### config.mk
export PLATFORM = sky130hd
export DESIGN_NAME = lcd_char_scheduler
export DESIGN_NICKNAME = d
export VERILOG_FILES = /design/src/rtl/lcd_pkg.sv /design/src/rtl/char_fifo.sv /design/src/rtl/lcd_char_scheduler.sv
export SDC_FILE = /design/constraint.sdc
export NUM_CORES = 1
export LEC_CHECK = 0
export CAP_MARGIN = 10
export CELL_PAD_IN_SITES_DETAIL_PLACEMENT = 1
export CELL_PAD_IN_SITES_GLOBAL_PLACEMENT = 2
export CORE_MARGIN = 1.5
export CORE_UTILIZATION = 44
export DETAILED_ROUTE_END_ITERATION = 10
export PLACE_DENSITY_LB_ADDON = 0.08
export SLEW_MARGIN = 10
export SYNTH_ARGS = -nofsm -noshare
export SYNTH_HDL_FRONTEND = slang
export SYNTH_SLANG_ARGS = --single-unit
### constraint.sdc
create_clock -name CLK -period 6.9 [get_ports CLK]
set_input_delay 1.035 -clock CLK [delete_from_list [all_inputs] [get_ports CLK]]
set_output_delay 1.035 -clock CLK [all_outputs]
set_load 0.05 [all_outputs]
### src/rtl/lcd_pkg.sv
// Shared types and constants for the LCD character path: scheduler state
// encoding, display geometry and the driver write timeout.
package lcd_pkg;

  typedef enum logic [2:0] {
    INIT  = 3'd0,
    IDLE  = 3'd1,
    ISSUE = 3'd2,
    BUSY  = 3'd3,
    DRAIN = 3'd4
  } sched_state_t;

  localparam int LCD_COLS_DEFAULT  = 16;
  // Must outlast the driver's data-write plus pulse-wait (~16.4k cycles).
  localparam int LCD_WRITE_TIMEOUT = 32767;

  localparam logic [7:0] CHAR_SPACE = 8'h20;

endpackage

### src/rtl/char_fifo.sv
// Synchronous FIFO with combinational head output; push when full and pop
// when empty are ignored, a simultaneous push and pop keeps the count.
module char_fifo
  import lcd_pkg::*;
#(
  parameter int WIDTH = 8,
  parameter int DEPTH = 8
) (
  input  logic                     CLK,
  input  logic                     RST,
  input  logic                     push,
  input  logic [WIDTH-1:0]         push_data,
  input  logic                     pop,
  output logic [WIDTH-1:0]         pop_data,
  output logic                     full,
  output logic                     empty,
  output logic [$clog2(DEPTH):0]   count
);

  localparam int AW = $clog2(DEPTH);
  localparam logic [AW-1:0] PTR_ZERO = {AW{1'b0}};
  localparam logic [AW-1:0] PTR_ONE  = AW'(1'b1);
  localparam logic [AW:0]   CNT_ZERO = {(AW+1){1'b0}};
  localparam logic [AW:0]   CNT_ONE  = (AW+1)'(1'b1);
  localparam logic [AW:0]   CNT_FULL = (AW+1)'(DEPTH);

  logic [WIDTH-1:0] mem_r [DEPTH];
  logic [AW-1:0]    wr_ptr_r;
  logic [AW-1:0]    rd_ptr_r;
  logic [AW:0]      count_r;
  logic             push_ok_s;
  logic             pop_ok_s;

  assign full     = (count_r == CNT_FULL);
  assign empty    = (count_r == CNT_ZERO);
  assign count    = count_r;
  assign pop_data = mem_r[rd_ptr_r];

  // Qualify requests against the current occupancy.
  always_comb begin
    push_ok_s = push && !full;
    pop_ok_s  = pop && !empty;
  end

  // Storage array; contents need no reset since occupancy gates reads.
  always_ff @(posedge CLK) begin
    if (push_ok_s) begin
      mem_r[wr_ptr_r] <= push_data;
    end
  end

  // Pointers and occupancy.
  always_ff @(posedge CLK or posedge RST) begin
    if (RST) begin
      wr_ptr_r <= PTR_ZERO;
      rd_ptr_r <= PTR_ZERO;
      count_r  <= CNT_ZERO;
    end else begin
      if (push_ok_s) begin
        wr_ptr_r <= wr_ptr_r + PTR_ONE;
      end
      if (pop_ok_s) begin
        rd_ptr_r <= rd_ptr_r + PTR_ONE;
      end
      case ({push_ok_s, pop_ok_s})
        2'b10:   count_r <= count_r + CNT_ONE;
        2'b01:   count_r <= count_r - CNT_ONE;
        default: count_r <= count_r;
      endcase
    end
  end

endmodule

### src/rtl/lcd_char_scheduler.sv
// Arbitrates decoder (A) and message-source (B, priority) characters into a
// FIFO and issues them one at a time to the LCD driver, tracking the column.
module lcd_char_scheduler
  import lcd_pkg::*;
#(
  parameter int DEPTH   = 8,
  parameter int COLS    = LCD_COLS_DEFAULT,
  parameter int TIMEOUT = LCD_WRITE_TIMEOUT
) (
  input  logic                       CLK,
  input  logic                       RST,
  input  logic [7:0]                 A_CHAR,
  input  logic                       A_VALID,
  output logic                       A_READY,
  input  logic [7:0]                 B_CHAR,
  input  logic                       B_VALID,
  output logic                       B_READY,
  output logic                       LCD_EN,
  output logic [7:0]                 LCD_CHAR,
  output logic                       LCD_WRITE,
  input  logic                       LCD_WAITING,
  input  logic                       LCD_WRITING,
  output logic [$clog2(COLS)-1:0]    COL,
  output logic                       LINE_FULL,
  output logic [$clog2(DEPTH):0]     COUNT,
  output logic                       ERR
);

  localparam int CW = $clog2(COLS);
  localparam int TW = $clog2(TIMEOUT + 1);
  localparam logic [CW-1:0] COL_ZERO   = {CW{1'b0}};
  localparam logic [CW-1:0] COL_ONE    = CW'(1'b1);
  localparam logic [CW-1:0] COL_LAST   = CW'(COLS - 1);
  localparam logic [TW-1:0] TIMER_ZERO = {TW{1'b0}};
  localparam logic [TW-1:0] TIMER_ONE  = TW'(1'b1);
  localparam logic [TW-1:0] TIMER_MAX  = TW'(TIMEOUT);

  sched_state_t   state_r;
  sched_state_t   next_state_s;

  logic           fifo_full_s;
  logic           fifo_empty_s;
  logic [7:0]     fifo_head_s;
  logic           a_ready_s;
  logic           b_ready_s;
  logic           push_s;
  logic [7:0]     push_data_s;
  logic           pop_s;
  logic           done_s;
  logic           timing_s;
  logic           timeout_s;

  logic           en_r;
  logic [7:0]     char_r;
  logic           write_r;
  logic [CW-1:0]  col_r;
  logic           line_full_r;
  logic           err_r;
  logic [TW-1:0]  timer_r;

  char_fifo #(
    .WIDTH (8),
    .DEPTH (DEPTH)
  ) u_fifo (
    .CLK       (CLK),
    .RST       (RST),
    .push      (push_s),
    .push_data (push_data_s),
    .pop       (pop_s),
    .pop_data  (fifo_head_s),
    .full      (fifo_full_s),
    .empty     (fifo_empty_s),
    .count     (COUNT)
  );

  // Ingress arbitration; both READYs are forced low while reset is held.
  always_comb begin
    b_ready_s   = !RST && !fifo_full_s;
    a_ready_s   = b_ready_s && !B_VALID;
    push_s      = (B_VALID && b_ready_s) || (A_VALID && a_ready_s);
    push_data_s = B_VALID ? B_CHAR : A_CHAR;
  end

  // FSM state register.
  always_ff @(posedge CLK or posedge RST) begin
    if (RST) begin
      state_r <= INIT;
    end else begin
      state_r <= next_state_s;
    end
  end

  // FSM next-state logic; a timeout in BUSY/DRAIN abandons the character.
  always_comb begin
    next_state_s = state_r;
    case (state_r)
      INIT: begin
        if (LCD_WAITING) begin
          next_state_s = IDLE;
        end else begin
          next_state_s = INIT;
        end
      end
      IDLE: begin
        if (pop_s) begin
          next_state_s = ISSUE;
        end else begin
          next_state_s = IDLE;
        end
      end
      ISSUE: next_state_s = BUSY;
      BUSY: begin
        if (timeout_s) begin
          next_state_s = INIT;
        end else if (LCD_WRITING) begin
          next_state_s = DRAIN;
        end else begin
          next_state_s = BUSY;
        end
      end
      DRAIN: begin
        if (timeout_s) begin
          next_state_s = INIT;
        end else if (done_s) begin
          next_state_s = IDLE;
        end else begin
          next_state_s = DRAIN;
        end
      end
      default: next_state_s = INIT;
    endcase
  end

  // FSM output decode: pop, completion and timeout strobes.
  always_comb begin
    pop_s     = 1'b0;
    done_s    = 1'b0;
    timing_s  = 1'b0;
    timeout_s = 1'b0;
    case (state_r)
      IDLE: begin
        pop_s = !fifo_empty_s && LCD_WAITING;
      end
      BUSY: begin
        timing_s  = 1'b1;
        timeout_s = (timer_r == TIMER_MAX);
      end
      DRAIN: begin
        timing_s  = 1'b1;
        timeout_s = (timer_r == TIMER_MAX);
        done_s    = !timeout_s && LCD_WAITING;
      end
      default: begin
        pop_s = 1'b0;
      end
    endcase
  end

  // Driver enable rises on the first clock out of reset.
  always_ff @(posedge CLK or posedge RST) begin
    if (RST) begin
      en_r <= 1'b0;
    end else begin
      en_r <= 1'b1;
    end
  end

  // Character register holds from pop to next pop; WRITE marks the ISSUE cycle.
  always_ff @(posedge CLK or posedge RST) begin
    if (RST) begin
      char_r  <= 8'h00;
      write_r <= 1'b0;
    end else begin
      write_r <= pop_s;
      if (pop_s) begin
        char_r <= fifo_head_s;
      end
    end
  end

  // Write watchdog: cleared on entry to ISSUE, runs through BUSY and DRAIN.
  always_ff @(posedge CLK or posedge RST) begin
    if (RST) begin
      timer_r <= TIMER_ZERO;
    end else if (pop_s) begin
      timer_r <= TIMER_ZERO;
    end else if (timing_s && !timeout_s) begin
      timer_r <= timer_r + TIMER_ONE;
    end
  end

  // Column tracking with a single-cycle wrap pulse.
  always_ff @(posedge CLK or posedge RST) begin
    if (RST) begin
      col_r       <= COL_ZERO;
      line_full_r <= 1'b0;
    end else begin
      line_full_r <= 1'b0;
      if (done_s) begin
        if (col_r == COL_LAST) begin
          col_r       <= COL_ZERO;
          line_full_r <= 1'b1;
        end else begin
          col_r <= col_r + COL_ONE;
        end
      end
    end
  end

  // Sticky timeout flag.
  always_ff @(posedge CLK or posedge RST) begin
    if (RST) begin
      err_r <= 1'b0;
    end else if (timeout_s) begin
      err_r <= 1'b1;
    end
  end

  assign A_READY   = a_ready_s;
  assign B_READY   = b_ready_s;
  assign LCD_EN    = en_r;
  assign LCD_CHAR  = char_r;
  assign LCD_WRITE = write_r;
  assign COL       = col_r;
  assign LINE_FULL = line_full_r;
  assign ERR       = err_r;

endmodule

==> reports/metrics.yaml <==
synthesis:
  synthDistinctLibCells: 55
  synthCells: 326
  synth_seq_cells: 108
  async_flop_share: 0.407
  yosysWarnings: 0
  syn_area_sq_um: 4740
  synth_ff_type: "edfxtp_1"
  syn_avg_cell_area_sq_um: 14.5
  synth_edf_count: 64
  synth_nets: 355
  synth-seq-area-share: 0.637
timing:
  fin_setup_tns_ns: 0
  skew_ns: 0.0110
  rsz0062_at_grt: "no"
  slew_headroom: 0.219
  setup_viol_count_final: 0
  timing.fmax_ghz: 0.262
  drv_slew: 0
  worst-slew-pin-transition_ns: 1.16
  period_needed_ns: 3.81
  hold_viol: 0
  fin_crit_sh: 0.553
worst_setup_path:
  endpoint_kind: "flop"
  path_class: "primary input to flop"
  crit_arrival_ns: 3.82
  critPathTopFamily: "simple AND/OR/NAND/NOR gates"
  cp.buffers_inverters: 1
  max_stage_delay_ns: 0.99
  slowest_stage: "nor3b_1"
  critPathRequiredTime_ns: 6.91
  start_kind: "primary input"
  crit_chain: "clkdlybuf4s50_1 > nor2_1 > a211oi_1 > nand2_1 > nor3b_1"
  path_max_fanout: 10
global_route:
  grt-ovfl-total: 0
  grt.total_usage: 0.197
  antenna_found_initial: 0
  grt_max_degree: 45
  grt_pass1_vias: 3041
  grt_pass1_wl_mm: 16.4
clocking:
  cts.sinks: 108
  post_cts_buffers: 0
  clock_latency_ns: 0.39
  cts_hold_buf: 0
  cts.htree.levels: 3
  cts_resized: 0
  clkTransAtPathRegs_ns: 0.10
  cts_tree: "built"
  clock-root-buffer: "clkbuf_8"
  numCtsBuffers: 9
  cts_max_path_buffers: 2
job:
  max-cap-violations: 0
place:
  portBuffers: 43
  routabilityCongestion: 0.752
  dpl.hpwl_mm: 7.20
  place_area_sq_um: 5290
  dp.cells: 494
finish:
  final_area_sq_um: 5480
  mostFrequentLayoutCell: "edfxtp_1"
  finalNonFillerCells: 510
  multi_input_area_sq_um: 1630
  finish.utilization: 0.528
  area_growth_syn_to_layout_pct: 15.5
  layout_common_cells: "edfxtp_1 (64), dfrtp_1 (44), clkdlybuf4s50_1 (43), nand2_1 (28), o21ai_0 (17)"
  fin_nets: 398
  nFillCells: 1056
  insertedDiodeCount: 0
  regArea_sq_um: 3020
  drive_above_1_share: 0.150
route:
  wl_per_cell_um: 20.0
  wirelength_mm: 10.2
  dr_total_vias: 2899
  antenna_left: 0
  drcViolationCount: 0
  drt_iter0_markers: 121
  vias_per_cell: 5.68
  firstDrtPassIters: 4
pwr:
  power_mw: 2.04
  p_leak_nw: 2.02
  vdd.ir_drop.worst_v: 0.000234
  power_density_nw_per_um2: 372
floorplan:
  die_area_sq_um: 11400
  core_area_sq_um: 10400
  rows: 37
  fp.dieH_um: 107
  start_util: 0.457
  boundaryPins: 44
  die_w_um: 107
min_path:
  hold_path_class: "flop to flop"
run_status:
  status: "finished, final reports clean"
[cells in the mapped netlist, drive strengths merged (2+ instances only)]
library cell	instances	area (sq um)
dfrtp	44	1100
nand4	6	37.5
and2	2	13.8
a21oi	8	40.0
and3	2	12.5
and4	3	26.3
mux2	12	135
o31ai	3	22.5
nand3	7	35.0
inv	6	22.5
a211oi	3	22.5
nor2	11	41.3
mux2i	11	110
a21o	2	15.0
ha	7	87.6
xnor2	5	43.8
nand2b	2	12.5
nor2b	3	18.8
or3	2	12.5
nand2	28	105
or4	3	22.5
mux4	16	360
nor3	6	30.0
a31oi	3	18.8
or3b	2	17.5
o311ai	4	35.0
clkbuf	2	8.75
nor3b	6	45.0
xor2	5	43.8
a22oi	2	15.0
o211ai	2	15.0
edfxtp	64	1920
buf	12	68.8
o21ai	17	85.1
[area by class of cell]
| class | count | share of cell area |
|---|---|---|
| Clock inverter | 7 | 0.00914 |
| Inverter | 6 | 0.00411 |
| Tap cell | 136 | 0.0311 |
| Timing Repair Buffer | 46 | 0.0827 |
| Sequential cell | 108 | 0.552 |
| Clock buffer | 9 | 0.0226 |
| Multi-Input combinational cell | 198 | 0.298 |
[flip-flops by register name, indices dropped and copies added (netlist names), 3 cells and up]
| register | count |
|---|---|
| timer_r | 15 |
| LCD_CHAR | 8 |
| u_fifo.count | 4 |
| COL | 4 |
| state_r | 3 |
| u_fifo.wr_ptr_r | 3 |
| u_fifo.rd_ptr_r | 3 |
| u_fifo.mem_r | 64 |
[worst paths after layout]
check	startpoint	to	slack, ns	depth (start not counted)
worst max-delay path	B_VALID	u_fifo.mem_r[5][3]	3.09	5
worst min-delay path	ERR	ERR	0.46	1
worst max register to register	u_fifo.count[0]	u_fifo.count[2]	3.86	11
worst min register to register	ERR	ERR	0.46	1
max in group asynchronous	RST	LCD_WRITE	5.05	2
min in group asynchronous	RST	u_fifo.wr_ptr_r[0]	1.23	2
[metal layers]
metal | wire length [um] | track usage | vias up
li1 | - | - | 1348
met1 | 4660 | 0.250 | 1487
met2 | 5090 | 0.332 | 55
met3 | 316 | 0.0474 | 9
met4 | 137 | 0.0657 | 0
met5 | 0 | 0 | -
[through the flow]
step           setup WS, ns  hold WS [ns]
6_report               3.09         0.465
5_1_grt                2.87         0.488
2_1_floorplan          3.23         0.461
3_5_place_dp           2.48         0.447
4_1_cts                2.86         0.470
3_3_place_gp           2.71         0.441
[logic make-up after synthesis]
kind of cell,Yosys count,synth area share
multiplexers,39,0.128
flip-flops,108,0.637
adder cells (fa/ha/maj),7,0.0185
AO/OA/AOI/OAI,52,0.0720
XOR/XNOR,10,0.0185
other,1,0.000791
buffers and inverters,20,0.0211
AND/OR/NAND/NOR,89,0.104
[power by group]
group	switching (mW)	internal [mW]	total [mW]
clock	0.221	0.133	0.354
sequential	0.173	0.813	0.986
combinational	0.384	0.313	0.698
Power figures use the tool's default switching activity.
